`config.mk`:
```
export PLATFORM = sky130hd
export DESIGN_NAME = uparc_muldiv_ctrl
export DESIGN_NICKNAME = d
export VERILOG_FILES = /design/src/rtl/uparc_muldiv_ctrl_pkg.sv /design/src/rtl/uparc_muldiv_ctrl.sv
export SDC_FILE = /design/constraint.sdc
export NUM_CORES = 1
export LEC_CHECK = 0
export CAP_MARGIN = 10
export CORE_AREA = 2 2 143 145
export CTS_BUF_LIST = sky130_fd_sc_hd__clkbuf_2
export DETAILED_ROUTE_END_ITERATION = 12
export DIE_AREA = 0 0 145 147
export PLACE_DENSITY = 0.74
export SLEW_MARGIN = 5
export SYNTH_ARGS = -nofsm -noshare
export SYNTH_HDL_FRONTEND = slang
export SYNTH_SLANG_ARGS = --single-unit
```
`constraint.sdc`:
```
create_clock -name clk -period 2.07 [get_ports clk]
set_clock_uncertainty 0.2 [all_clocks]
set_input_delay 0.3105 -clock clk [delete_from_list [all_inputs] [get_ports clk]]
set_output_delay 0.3105 -clock clk [all_outputs]
set_load 0.02 [all_outputs]
```
`src/rtl/uparc_muldiv_ctrl_pkg.sv`:
```
// Shared encodings for the HI/LO multiply/divide controller: operation
// codes, register widths and controller states.
package uparc_muldiv_ctrl_pkg;

  localparam int unsigned REG_WIDTH  = 32;
  localparam int unsigned HILO_WIDTH = REG_WIDTH;

  typedef enum logic [2:0] {
    OP_MFHI  = 3'd0,
    OP_MFLO  = 3'd1,
    OP_MTHI  = 3'd2,
    OP_MTLO  = 3'd3,
    OP_MULT  = 3'd4,
    OP_MULTU = 3'd5,
    OP_DIV   = 3'd6,
    OP_DIVU  = 3'd7
  } muldiv_op_e;

  typedef enum logic [2:0] {
    ST_IDLE      = 3'd0,
    ST_MUL_START = 3'd1,
    ST_MUL_WAIT  = 3'd2,
    ST_DIV_START = 3'd3,
    ST_DIV_WAIT  = 3'd4
  } muldiv_state_e;

  function automatic logic op_is_signed(input muldiv_op_e op);
    return (op == OP_MULT) || (op == OP_DIV);
  endfunction

endpackage

```
`src/rtl/uparc_muldiv_ctrl.sv`:
```
// HI/LO controller for the execute stage: sequences the external multiplier
// and divider, owns HI/LO and serves MFHI/MFLO/MTHI/MTLO.
module uparc_muldiv_ctrl
  import uparc_muldiv_ctrl_pkg::*;
(
  input  logic                    clk,
  input  logic                    rst,
  input  logic                    op_valid,
  input  logic [2:0]              op,
  input  logic [REG_WIDTH-1:0]    op_a,
  input  logic [REG_WIDTH-1:0]    op_b,
  input  logic                    flush,
  output logic                    stall,
  output logic                    busy,
  output logic                    rd_valid,
  output logic [REG_WIDTH-1:0]    rd_data,
  output logic                    mul_start,
  output logic                    mul_signd,
  output logic [REG_WIDTH-1:0]    mul_a,
  output logic [REG_WIDTH-1:0]    mul_b,
  input  logic                    mul_ready,
  input  logic [2*REG_WIDTH-1:0]  mul_product,
  output logic                    div_start,
  output logic                    div_signd,
  output logic [REG_WIDTH-1:0]    div_a,
  output logic [REG_WIDTH-1:0]    div_b,
  input  logic                    div_ready,
  input  logic [REG_WIDTH-1:0]    div_quot,
  input  logic [REG_WIDTH-1:0]    div_rem
);

  // Request handshake: a request (op_valid) is taken in the same cycle only
  // when the FSM is IDLE and flush is low; otherwise stall is raised unless
  // flush is discarding the request outright.

  muldiv_state_e             state;
  muldiv_state_e             state_next;
  muldiv_op_e                op_dec;
  logic [HILO_WIDTH-1:0]     hi;
  logic [HILO_WIDTH-1:0]     lo;
  logic [HILO_WIDTH-1:0]     hi_d;
  logic [HILO_WIDTH-1:0]     lo_d;
  logic                      hi_we;
  logic                      lo_we;
  logic [REG_WIDTH-1:0]      opnd_a;
  logic [REG_WIDTH-1:0]      opnd_b;
  logic                      signd;
  logic                      latch_opnd;
  logic                      accept;

  assign op_dec = muldiv_op_e'(op);
  assign accept = op_valid && (state == ST_IDLE) && !flush;

  assign stall    = op_valid && (state != ST_IDLE) && !flush;
  assign rd_valid = accept && ((op_dec == OP_MFHI) || (op_dec == OP_MFLO));
  assign rd_data  = (op_dec == OP_MFHI) ? hi : lo;

  // Units see the operand registers directly; they only change on accept,
  // which keeps them stable for the whole start/wait sequence.
  assign busy      = (state != ST_IDLE);
  assign mul_start = (state == ST_MUL_START);
  assign div_start = (state == ST_DIV_START);
  assign mul_a     = opnd_a;
  assign mul_b     = opnd_b;
  assign mul_signd = signd;
  assign div_a     = opnd_a;
  assign div_b     = opnd_b;
  assign div_signd = signd;

  always_comb begin
    state_next = state;
    latch_opnd = 1'b0;
    hi_we      = 1'b0;
    lo_we      = 1'b0;
    hi_d       = hi;
    lo_d       = lo;
    if (flush) begin
      state_next = ST_IDLE;
    end else begin
      unique case (state)
        ST_IDLE: begin
          if (op_valid) begin
            case (op_dec)
              OP_MTHI: begin
                hi_we = 1'b1;
                hi_d  = op_a;
              end
              OP_MTLO: begin
                lo_we = 1'b1;
                lo_d  = op_a;
              end
              OP_MULT, OP_MULTU: begin
                latch_opnd = 1'b1;
                state_next = ST_MUL_START;
              end
              OP_DIV, OP_DIVU: begin
                // Divide by zero is architecturally undefined: leave HI/LO alone.
                if (op_b != '0) begin
                  latch_opnd = 1'b1;
                  state_next = ST_DIV_START;
                end
              end
              default: ;
            endcase
          end
        end
        ST_MUL_START: state_next = ST_MUL_WAIT;
        ST_MUL_WAIT: begin
          if (mul_ready) begin
            hi_we      = 1'b1;
            lo_we      = 1'b1;
            hi_d       = mul_product[2*REG_WIDTH-1:REG_WIDTH];
            lo_d       = mul_product[REG_WIDTH-1:0];
            state_next = ST_IDLE;
          end
        end
        ST_DIV_START: state_next = ST_DIV_WAIT;
        ST_DIV_WAIT: begin
          if (div_ready) begin
            hi_we      = 1'b1;
            lo_we      = 1'b1;
            hi_d       = div_rem;
            lo_d       = div_quot;
            state_next = ST_IDLE;
          end
        end
        default: state_next = ST_IDLE;
      endcase
    end
  end

  always_ff @(posedge clk) begin
    if (rst) begin
      state  <= ST_IDLE;
      hi     <= '0;
      lo     <= '0;
      opnd_a <= '0;
      opnd_b <= '0;
      signd  <= 1'b0;
    end else begin
      state <= state_next;
      if (hi_we) hi <= hi_d;
      if (lo_we) lo <= lo_d;
      if (latch_opnd) begin
        opnd_a <= op_a;
        opnd_b <= op_b;
        signd  <= op_is_signed(op_dec);
      end
    end
  end

endmodule

```
Word level (Yosys, flattened, before mapping) --
Cells that the tools add are included.
Word-level totals: flip-flop bits (word level) 132, input port bits 201, output and inout port bits 167, word-level logic and storage cells 76
Cells by class: equality and inequality tests 18, multiplexer cells 32, bitwise gates (word level) 1, reduce and logical (&&, ||, !) cells 19
Operators by type and width (count):
- $mux W32 | 9
- $pmux W32 S3 | 2
- $reduce_bool A32 Y1 | 1
- $eq A3 B3 Y1 const B | 5
- $pmux W3 S5 | 1
- $reduce_and A7 Y1 | 2
- $eq A3 B2 Y1 const B | 4
- $mux W1 | 12
- $mux W3 | 4
- $eq A3 B1 Y1 const B | 2
- $logic_not A3 Y1 | 2
- $ne A2 B2 Y1 const B | 3
- $pmux W1 S3 | 2
- $pmux W3 S2 | 1
- $reduce_bool A3 Y1 | 2
- $reduce_or A2 Y1 | 3
- $logic_and A1 B1 Y1 | 5
- $reduce_and A5 Y1 | 1
- $ne A2 B1 Y1 const B | 2
- $ne A3 B1 Y1 const B | 1
- $ne A3 B3 Y1 const B | 1
- $logic_or A1 B1 Y1 | 2
- $pmux W1 S2 | 1
- $logic_not A1 Y1 | 1
- $not A1 Y1 | 1

Logic depth before layout (Yosys ltp) --
depth in word-level cells 6, mapped depth 7, depth with buffers taken out 5

Least setup slack after synthesis --
OpenSTA, ideal clock, no wires.
path type input port to output port, from in op[0], to out rd_data[10], data arrival time 1.497 ns, required time 1.559 ns, setup slack 0.062 ns, stages on the path 3, buffers on the path 1, cell sequence nor3_1 > clkbuf_1 > mux2_2
On the way: word-level cells in the longest chain between the ends 2
Ends and longest elaborated chain:
- start: declaration | RTL line uparc_muldiv_ctrl.sv:9 | input logic [2:0] op,
- $logic_not A3 Y1 | RTL line uparc_muldiv_ctrl.sv:56 | assign rd_data = (op_dec == OP_MFHI) ? hi : lo;
- $mux W32 | RTL line uparc_muldiv_ctrl.sv:56
- end: declaration | RTL line uparc_muldiv_ctrl.sv:16 | output logic [REG_WIDTH-1:0] rd_data,
Every way passes these cells.

Final worst setup path --
from reg state[2], to out rd_valid
On the way: word-level cells in the longest chain between the ends 4
Ends and longest elaborated chain:
- start: declaration | RTL line uparc_muldiv_ctrl.sv:36 | muldiv_state_e state;
- start signal: assignment | RTL line uparc_muldiv_ctrl.sv:141 | state <= state_next;
- $logic_not A3 Y1 | RTL line uparc_muldiv_ctrl.sv:52 | assign accept = op_valid && (state == ST_IDLE) && !flush;
- $logic_and A1 B1 Y1 (2 in a row) | RTL line uparc_muldiv_ctrl.sv:52
- $logic_and A1 B1 Y1 | RTL line uparc_muldiv_ctrl.sv:55 | assign rd_valid = accept && ((op_dec == OP_MFHI) || (op_dec == OP_MFLO));
- end: declaration | RTL line uparc_muldiv_ctrl.sv:15 | output logic rd_valid,
Every way passes these cells.

==> run_results.csv <==
group,metric,value,unit
logic_synthesis,synth_warnings,0,
clock_tree,h-tree-depth,4,
finish,finalNetCount,1384,
logic_synthesis,synthesis.nets,962,
drt,drt_first_pass_iters,4,
die,rows,52,
place,placed_cells,1322,
clock_tree,cts_tree,"yes",
die,die_area,21300,µm²
sta,rsz0062_at_grt,"yes",
worst_setup_path,r2r_slack,-0.11,ns
finish,drive_gt1_share,38.3,%
die,core_area,19800,µm²
grt,grt_max_degree,47,
worst_setup_path,path_max_fanout,5,
pwr,vdd_drop_max,339,µV
drt,post_drt_wl_per_cell,21.3,µm
clock_tree,clk_pin_slew,0.22,ns
worst_hold_path,hold_class,"primary input to flop",
grt,grt.busiest_layer,"met2",
logic_synthesis,synth-async-reset-ratio,0,%
drt,vias,7744,
finish,synthToLayoutAreaGrowth,84.1,%
sta,fmax,0.429,GHz
sta,fin_crit_sh,113,%
logic_synthesis,netlist_instances,761,
worst_setup_path,end_kind,"output pin",
worst_setup_path,arrival,1.82,ns
sta,report.final.hold_viol_count,0,
status,status,"complete, but fails checks",
place,gp_congestion,0.853,
logic_synthesis,synthDistinctLibCells,40,
sta,fin_crit,2.33,ns
grt,track_usage,27.1,%
grt,grt_pass1_vias,7719,
flow_run,cap_violations,0,
worst_setup_path,cp-startpoint,"state[2]$_SDFFE_PP0P_",
logic_synthesis,ys.flop_type,"dfxtp_1",
finish,stdcell_count,1466,
place,hpwl,19200,µm
worst_setup_path,crit_path_start_kind,"flop",
finish,final.fill_count,1503,
grt,grt_pass1_wl,44900,µm
drt,drtIter0Drc,459,
logic_synthesis,synthTopCellsByArea,"dfxtp_1 (37%), nand2b_1 (11%), mux2i_1 (9.0%), a221oi_1 (6.9%), buf_4 (6.8%)",
logic_synthesis,synth_top_area_share,37.0,%
worst_setup_path,r2r-start,"state[1]$_SDFFE_PP0P_",
finish,layout_commonest_cell,"clkdlybuf4s50_1",
logic_synthesis,synth-seq-cells,132,
sta,slew_headroom,68.6,%
grt,antenna_found_initial,1,
worst_setup_path,r2r_end,"hi[31]$_SDFFE_PP0P_",
sta,setup_viol,55,
place,portBuffers,367,
pwr,power_density,463,nW/µm²
clock_tree,worstSkewPairLatency,0.70,ns
grt,met3_usage,6.37,%
die,ios,368,
clock_tree,cts_sinks,132,
pwr,p_leak,0.00530,µW
sta,timing.final.ws_setup,-0.259,ns
worst_setup_path,path_class,"flop to output pin",
logic_synthesis,ys_seq_area_share,37.0,%
logic_synthesis,synth.cell_area,7140,µm²
die,die_w,145,µm
place,dp_slack,-0.658,ns
finish,final_cell_mix,"clkdlybuf4s50_1 (195), nand2b_1 (129), dfxtp_1 (80)",
clock_tree,cts_buffer_depth,2,
drt,post_drt_via_cell_ratio,5.28,
worst_setup_path,cp.required,1.56,ns
sta,hold_ws,0.0722,ns
logic_synthesis,synth_edf_count,0,
die,die_y,147,µm
grt,grt_util_met1,34.1,%
sta,finalSetupTns,-2.74,ns
grt,grt-ovfl-total,0,
clock_tree,cts_root_buf,"clkbuf_2",
logic_synthesis,synth_top_area_cell,"dfxtp_1",
logic_synthesis,avgSynthCellArea,9.38,µm²
die,floorplan.initialDensity,36.0,%
finish,multi_input_area,4490,µm²
drt,ant_nets,0,
worst_setup_path,endpoint,"rd_valid",
clock_tree,numCtsBuffers,17,
grt,grtUsageMet2,46.4,%
drt,wirelength,31300,µm
sta,worstMarginPinSlew,0.472,ns
sta,slew_viol_final,0,
finish,fin_util,66.2,%
status,violations,"negative setup slack",
drt,drc,0,
finish,area.sequential,2710,µm²
worst_setup_path,reg2reg_depth,10,
==> how the worst min path moves through the flow <==
stage / end / start / slack [ns] / cells past startpoint
after floorplan: div_signd$_SDFFE_PP0P_ / op[0] / 0.21 / 1
after global placement: div_a[11]$_SDFFE_PP0P_ / div_a[11]$_SDFFE_PP0P_ / 0.27 / 2
after detailed placement: div_b[30]$_SDFFE_PP0P_ / div_b[30]$_SDFFE_PP0P_ / 0.28 / 2
after CTS: div_b[26]$_SDFFE_PP0P_ / op_b[26] / 0.007 / 4
after global routing: div_b[26]$_SDFFE_PP0P_ / op_b[26] / 0.004 / 4
final: div_b[9]$_SDFFE_PP0P_ / op_b[9] / 0.07 / 3
==> what timing repair did <==
| action | CTS | global route |
|---|---|---|
| pin swaps | 42 | 12 |
| setup buffers | 23 | 17 |
| hold endpoints to repair | 81 | 1 |
| gates cloned | 12 | 3 |
| resized for setup | 455 | 261 |
| endpoints found under the setup margin | 176 | 231 |
| hold buffers | 59 | 1 |
==> metrics by stage <==
step / area [µm²] / power [µW]
2_1_floorplan: 7140 / 3300
3_3_place_gp: 10900 / 4030
3_5_place_dp: 10900 / 4040
4_1_cts: 12500 / 5990
5_1_grt: 13100 / 6310
6_report: 13100 / 6080
==> state kept, by name (all words and copies together), names as in the netlist <==
register   flops
div_a         32
div_b         32
div_signd      1
hi            32
lo            32
state          3
==> worst max-delay path: stages (launching register included) <==
cell and delay (ns):
dfxtp_2 0.37, buf_6 0.13, nor2_4 0.14, nand3_4 0.09, buf_6 0.13, nor3_4 0.11, buf_6 0.14
==> kinds of logic after synthesis <==
logic type	after synthesis	synth area share, %
simple gates	263	21.1
compound gates	138	16.9
flops	132	37.0
buf+inv	131	10.9
mux	97	14.2
==> metal layers <==
layer	part of all wire (%)	routed length, µm
met1	40	12600
met2	49	15400
met3	7.6	2390
met4	2.7	847
met5	0	0
==> report_power, final <==
| group | internal [µW] | total, µW | leakage, µW | switching, µW |
|---|---|---|---|---|
| Combinational | 877 | 1570 | 0.00405 | 690 |
| Clock | 781 | 1820 | 0.000153 | 1040 |
| Sequential | 2630 | 2700 | 0.00110 | 69.3 |
| Total | 4290 | 6080 | 0.00530 | 1800 |
==> cell type report <==
type | instances | share of cell area, %
Timing Repair Buffer | 532 | 40.5
Antenna cell | 1 | 0.0190
Clock inverter | 14 | 1.42
Tap cell | 270 | 2.57
Multi-Input combinational cell | 498 | 34.1
Clock buffer | 17 | 0.647
Sequential cell | 132 | 20.6
Inverter | 2 | 0.0571
==> synth_stat cells, drive strengths merged (2+ instances only) <==
cell	count
and3	32
o21ai	2
mux2i	64
nor3b	2
a211oi	64
nor4	7
clkbuf	45
nand2b	129
nand3	2
nor3	4
nand2	3
buf	84
nand4	2
dfxtp	132
nor2	72
and3b	3
inv	2
nor4b	2
o31ai	4
a221oi	64
mux2	33
Power figures use the tool's default switching activity.
==> variant (same settings) <==
`REG_WIDTH`: 32 -> 28.
--- a/src/rtl/uparc_muldiv_ctrl_pkg.sv
+++ b/src/rtl/uparc_muldiv_ctrl_pkg.sv
@@ -4,3 +4,3 @@
 
-  localparam int unsigned REG_WIDTH  = 32;
+  localparam int unsigned REG_WIDTH  = 28;
   localparam int unsigned HILO_WIDTH = REG_WIDTH;
Interface: changed (10 resized); port bits go from 368 to 324. No check against the original RTL was run, so the function may have changed too.
==> variant against the original RTL <==
- the run still ends with setup timing left
- synthesized area increased by 9.8%
- fmax down 2.0%
- worst setup slack worse by 0.049 ns
- power fell by 12%
- first-iteration DRC count up 31%
- sequential share of layout area decreased by 2.0 points
- global-route usage up 1.2 points
- design area down 4.3%
- sequential power shrank 13%
- wire length increased by 1.8%
- register-to-register slack worse by 0.20 ns
- sequential cell count down 16
- largest cell class is now multi-input gates
- largest power group unchanged
- highest routed layer unchanged
==> variant: results <==
group,metric,value,unit
synth,postSynthAreaPerCell,8.85,sq um
critical_path,crit_fanout,5,
placed_design,port_buffers,323,
hold_path,min_from,"op_a[17]",
layout,finalNetCount,1376,
clocking,root_buffer,"clkbuf_2",
global_routing,grt_pass1_vias,8199,
clocking,htreeDepth,4,
run_status,status,"complete, but fails checks",
synth,yosysSeqAreaShare,29.6,%
placed_design,gp_congestion,0.881,
critical_path,crit_start,"state[2]",
clocking,clkTransAtPathRegs,0.22,ns
pwr,p_leak,5.16,nW
layout,drive_gt1_share,24.6,%
critical_path,cpPeakStageDelay,0.39,ns
synth,ys_warn_count,0,
synth,synth_ff_type,"dfxtp_1",
run_status,violations,"setup timing",
sta,drv_slew,0,
placed_design,dp_slack,-0.568,ns
routing,firstDrtPassIters,7,
placed_design,place_area,11200,sq um
critical_path,slowest_stage,"dfxtp_4",
sta,fin_ws,-0.308,ns
sta,tns,-12.98,ns
placed_design,hpwl,21100,um
routing,wire_per_inst,21.5,um
sta,setup_violations,61,
routing,drt_iter0_markers,599,
synth,synthArstFlopShare,0,%
routing,via_count,8311,
routing,viasPerCell,5.60,
global_routing,grt_max_degree,79,
global_routing,antenna_found_initial,1,
clocking,cts_buffers,17,
synth,synth_commonest_cells,"116 x dfxtp_1, 112 x nand2b_1, 110 x a211oi_1, 98 x nor4bb_1, 67 x clkbuf_1",
sta,maxSlewHeadroom,68.3,%
global_routing,grt_pass1_wl,47300,um
clocking,clockBufferDepth,2,
hold_path,hold_class,"in -> reg",
synth,synth_nets,1062,
synth,synthTopCellsByArea,"dfxtp_1 30%, nor4bb_1 13%, a211oi_1 11%, nand2b_1 8.9%, a311o_1 7.3%",
global_routing,grt_usage,28.3,%
clocking,insertion_delay,0.70,ns
synth,synth.distinct_cells,36,
critical_path,cp.arrival,1.87,ns
pwr,vdd_drop_max,0.401,mV
critical_path,crit_family,"buffers and inverters",
-- variant: cell types whose count changed after synthesis, moves of 46 or more --
| cell | delta |
|---|---|
| nor4bb_1 | +98 |
| a221oi_1 | -56 |
| inv_1 | +55 |
| nor2_1 | -62 |
| a211oi_1 | +46 |
| a311o_1 | +57 |
-- variant: layout make-up --
type / instances / area (sq um)
fill: 1732 / 7270
multi-input combinational: 550 / 4810
timing repair buffer: 457 / 4630
sequential: 116 / 2340
tap: 270 / 338
inverter: 57 / 214
clock inverter: 15 / 159
clock buffer: 17 / 85.1
antenna: 1 / 2.50
-- variant: repair_timing --
item                       4_1_cts  5_1_grt
buffers inserted                16       14
setup endpoints to repair      202      180
hold buffers                    29        0
hold endpoints to repair        48        0
resized for setup              362      112
cloned                           8        6
pin swaps                      133       34
-- variant: cells by family after synthesis --
group / Yosys count / synth area share [%]
buffers and inverters: 220 / 14.7
flip-flops: 116 / 29.6
AND/OR/NAND/NOR: 287 / 27.8
AO/OA/AOI/OAI: 205 / 20.6
multiplexers: 57 / 7.30
-- variant: where the power goes --
group	total [mW]	switching, mW	internal, mW
Combinational	1.39	0.624	0.762
Clock	1.59	1.03	0.558
Sequential	2.35	0.0474	2.31
Total	5.33	1.70	3.63
-- variant: worst paths after layout --
check | slack, ns | end | depth (start not counted)
max | -0.31 | rd_valid | 6
min | 0.06 | div_a[17] | 3
max reg2reg | -0.31 | hi[16] | 9
min reg2reg | 0.27 | hi[15] | 2
-- variant: per-layer routing --
layer	vias to the layer above	global-route usage (%)	wire (um)
li1	3858	-	-
met1	3961	35.7	13300
met2	407	47.4	15000
met3	85	5.22	2200
met4	0	12.7	1370
met5	-	0	0
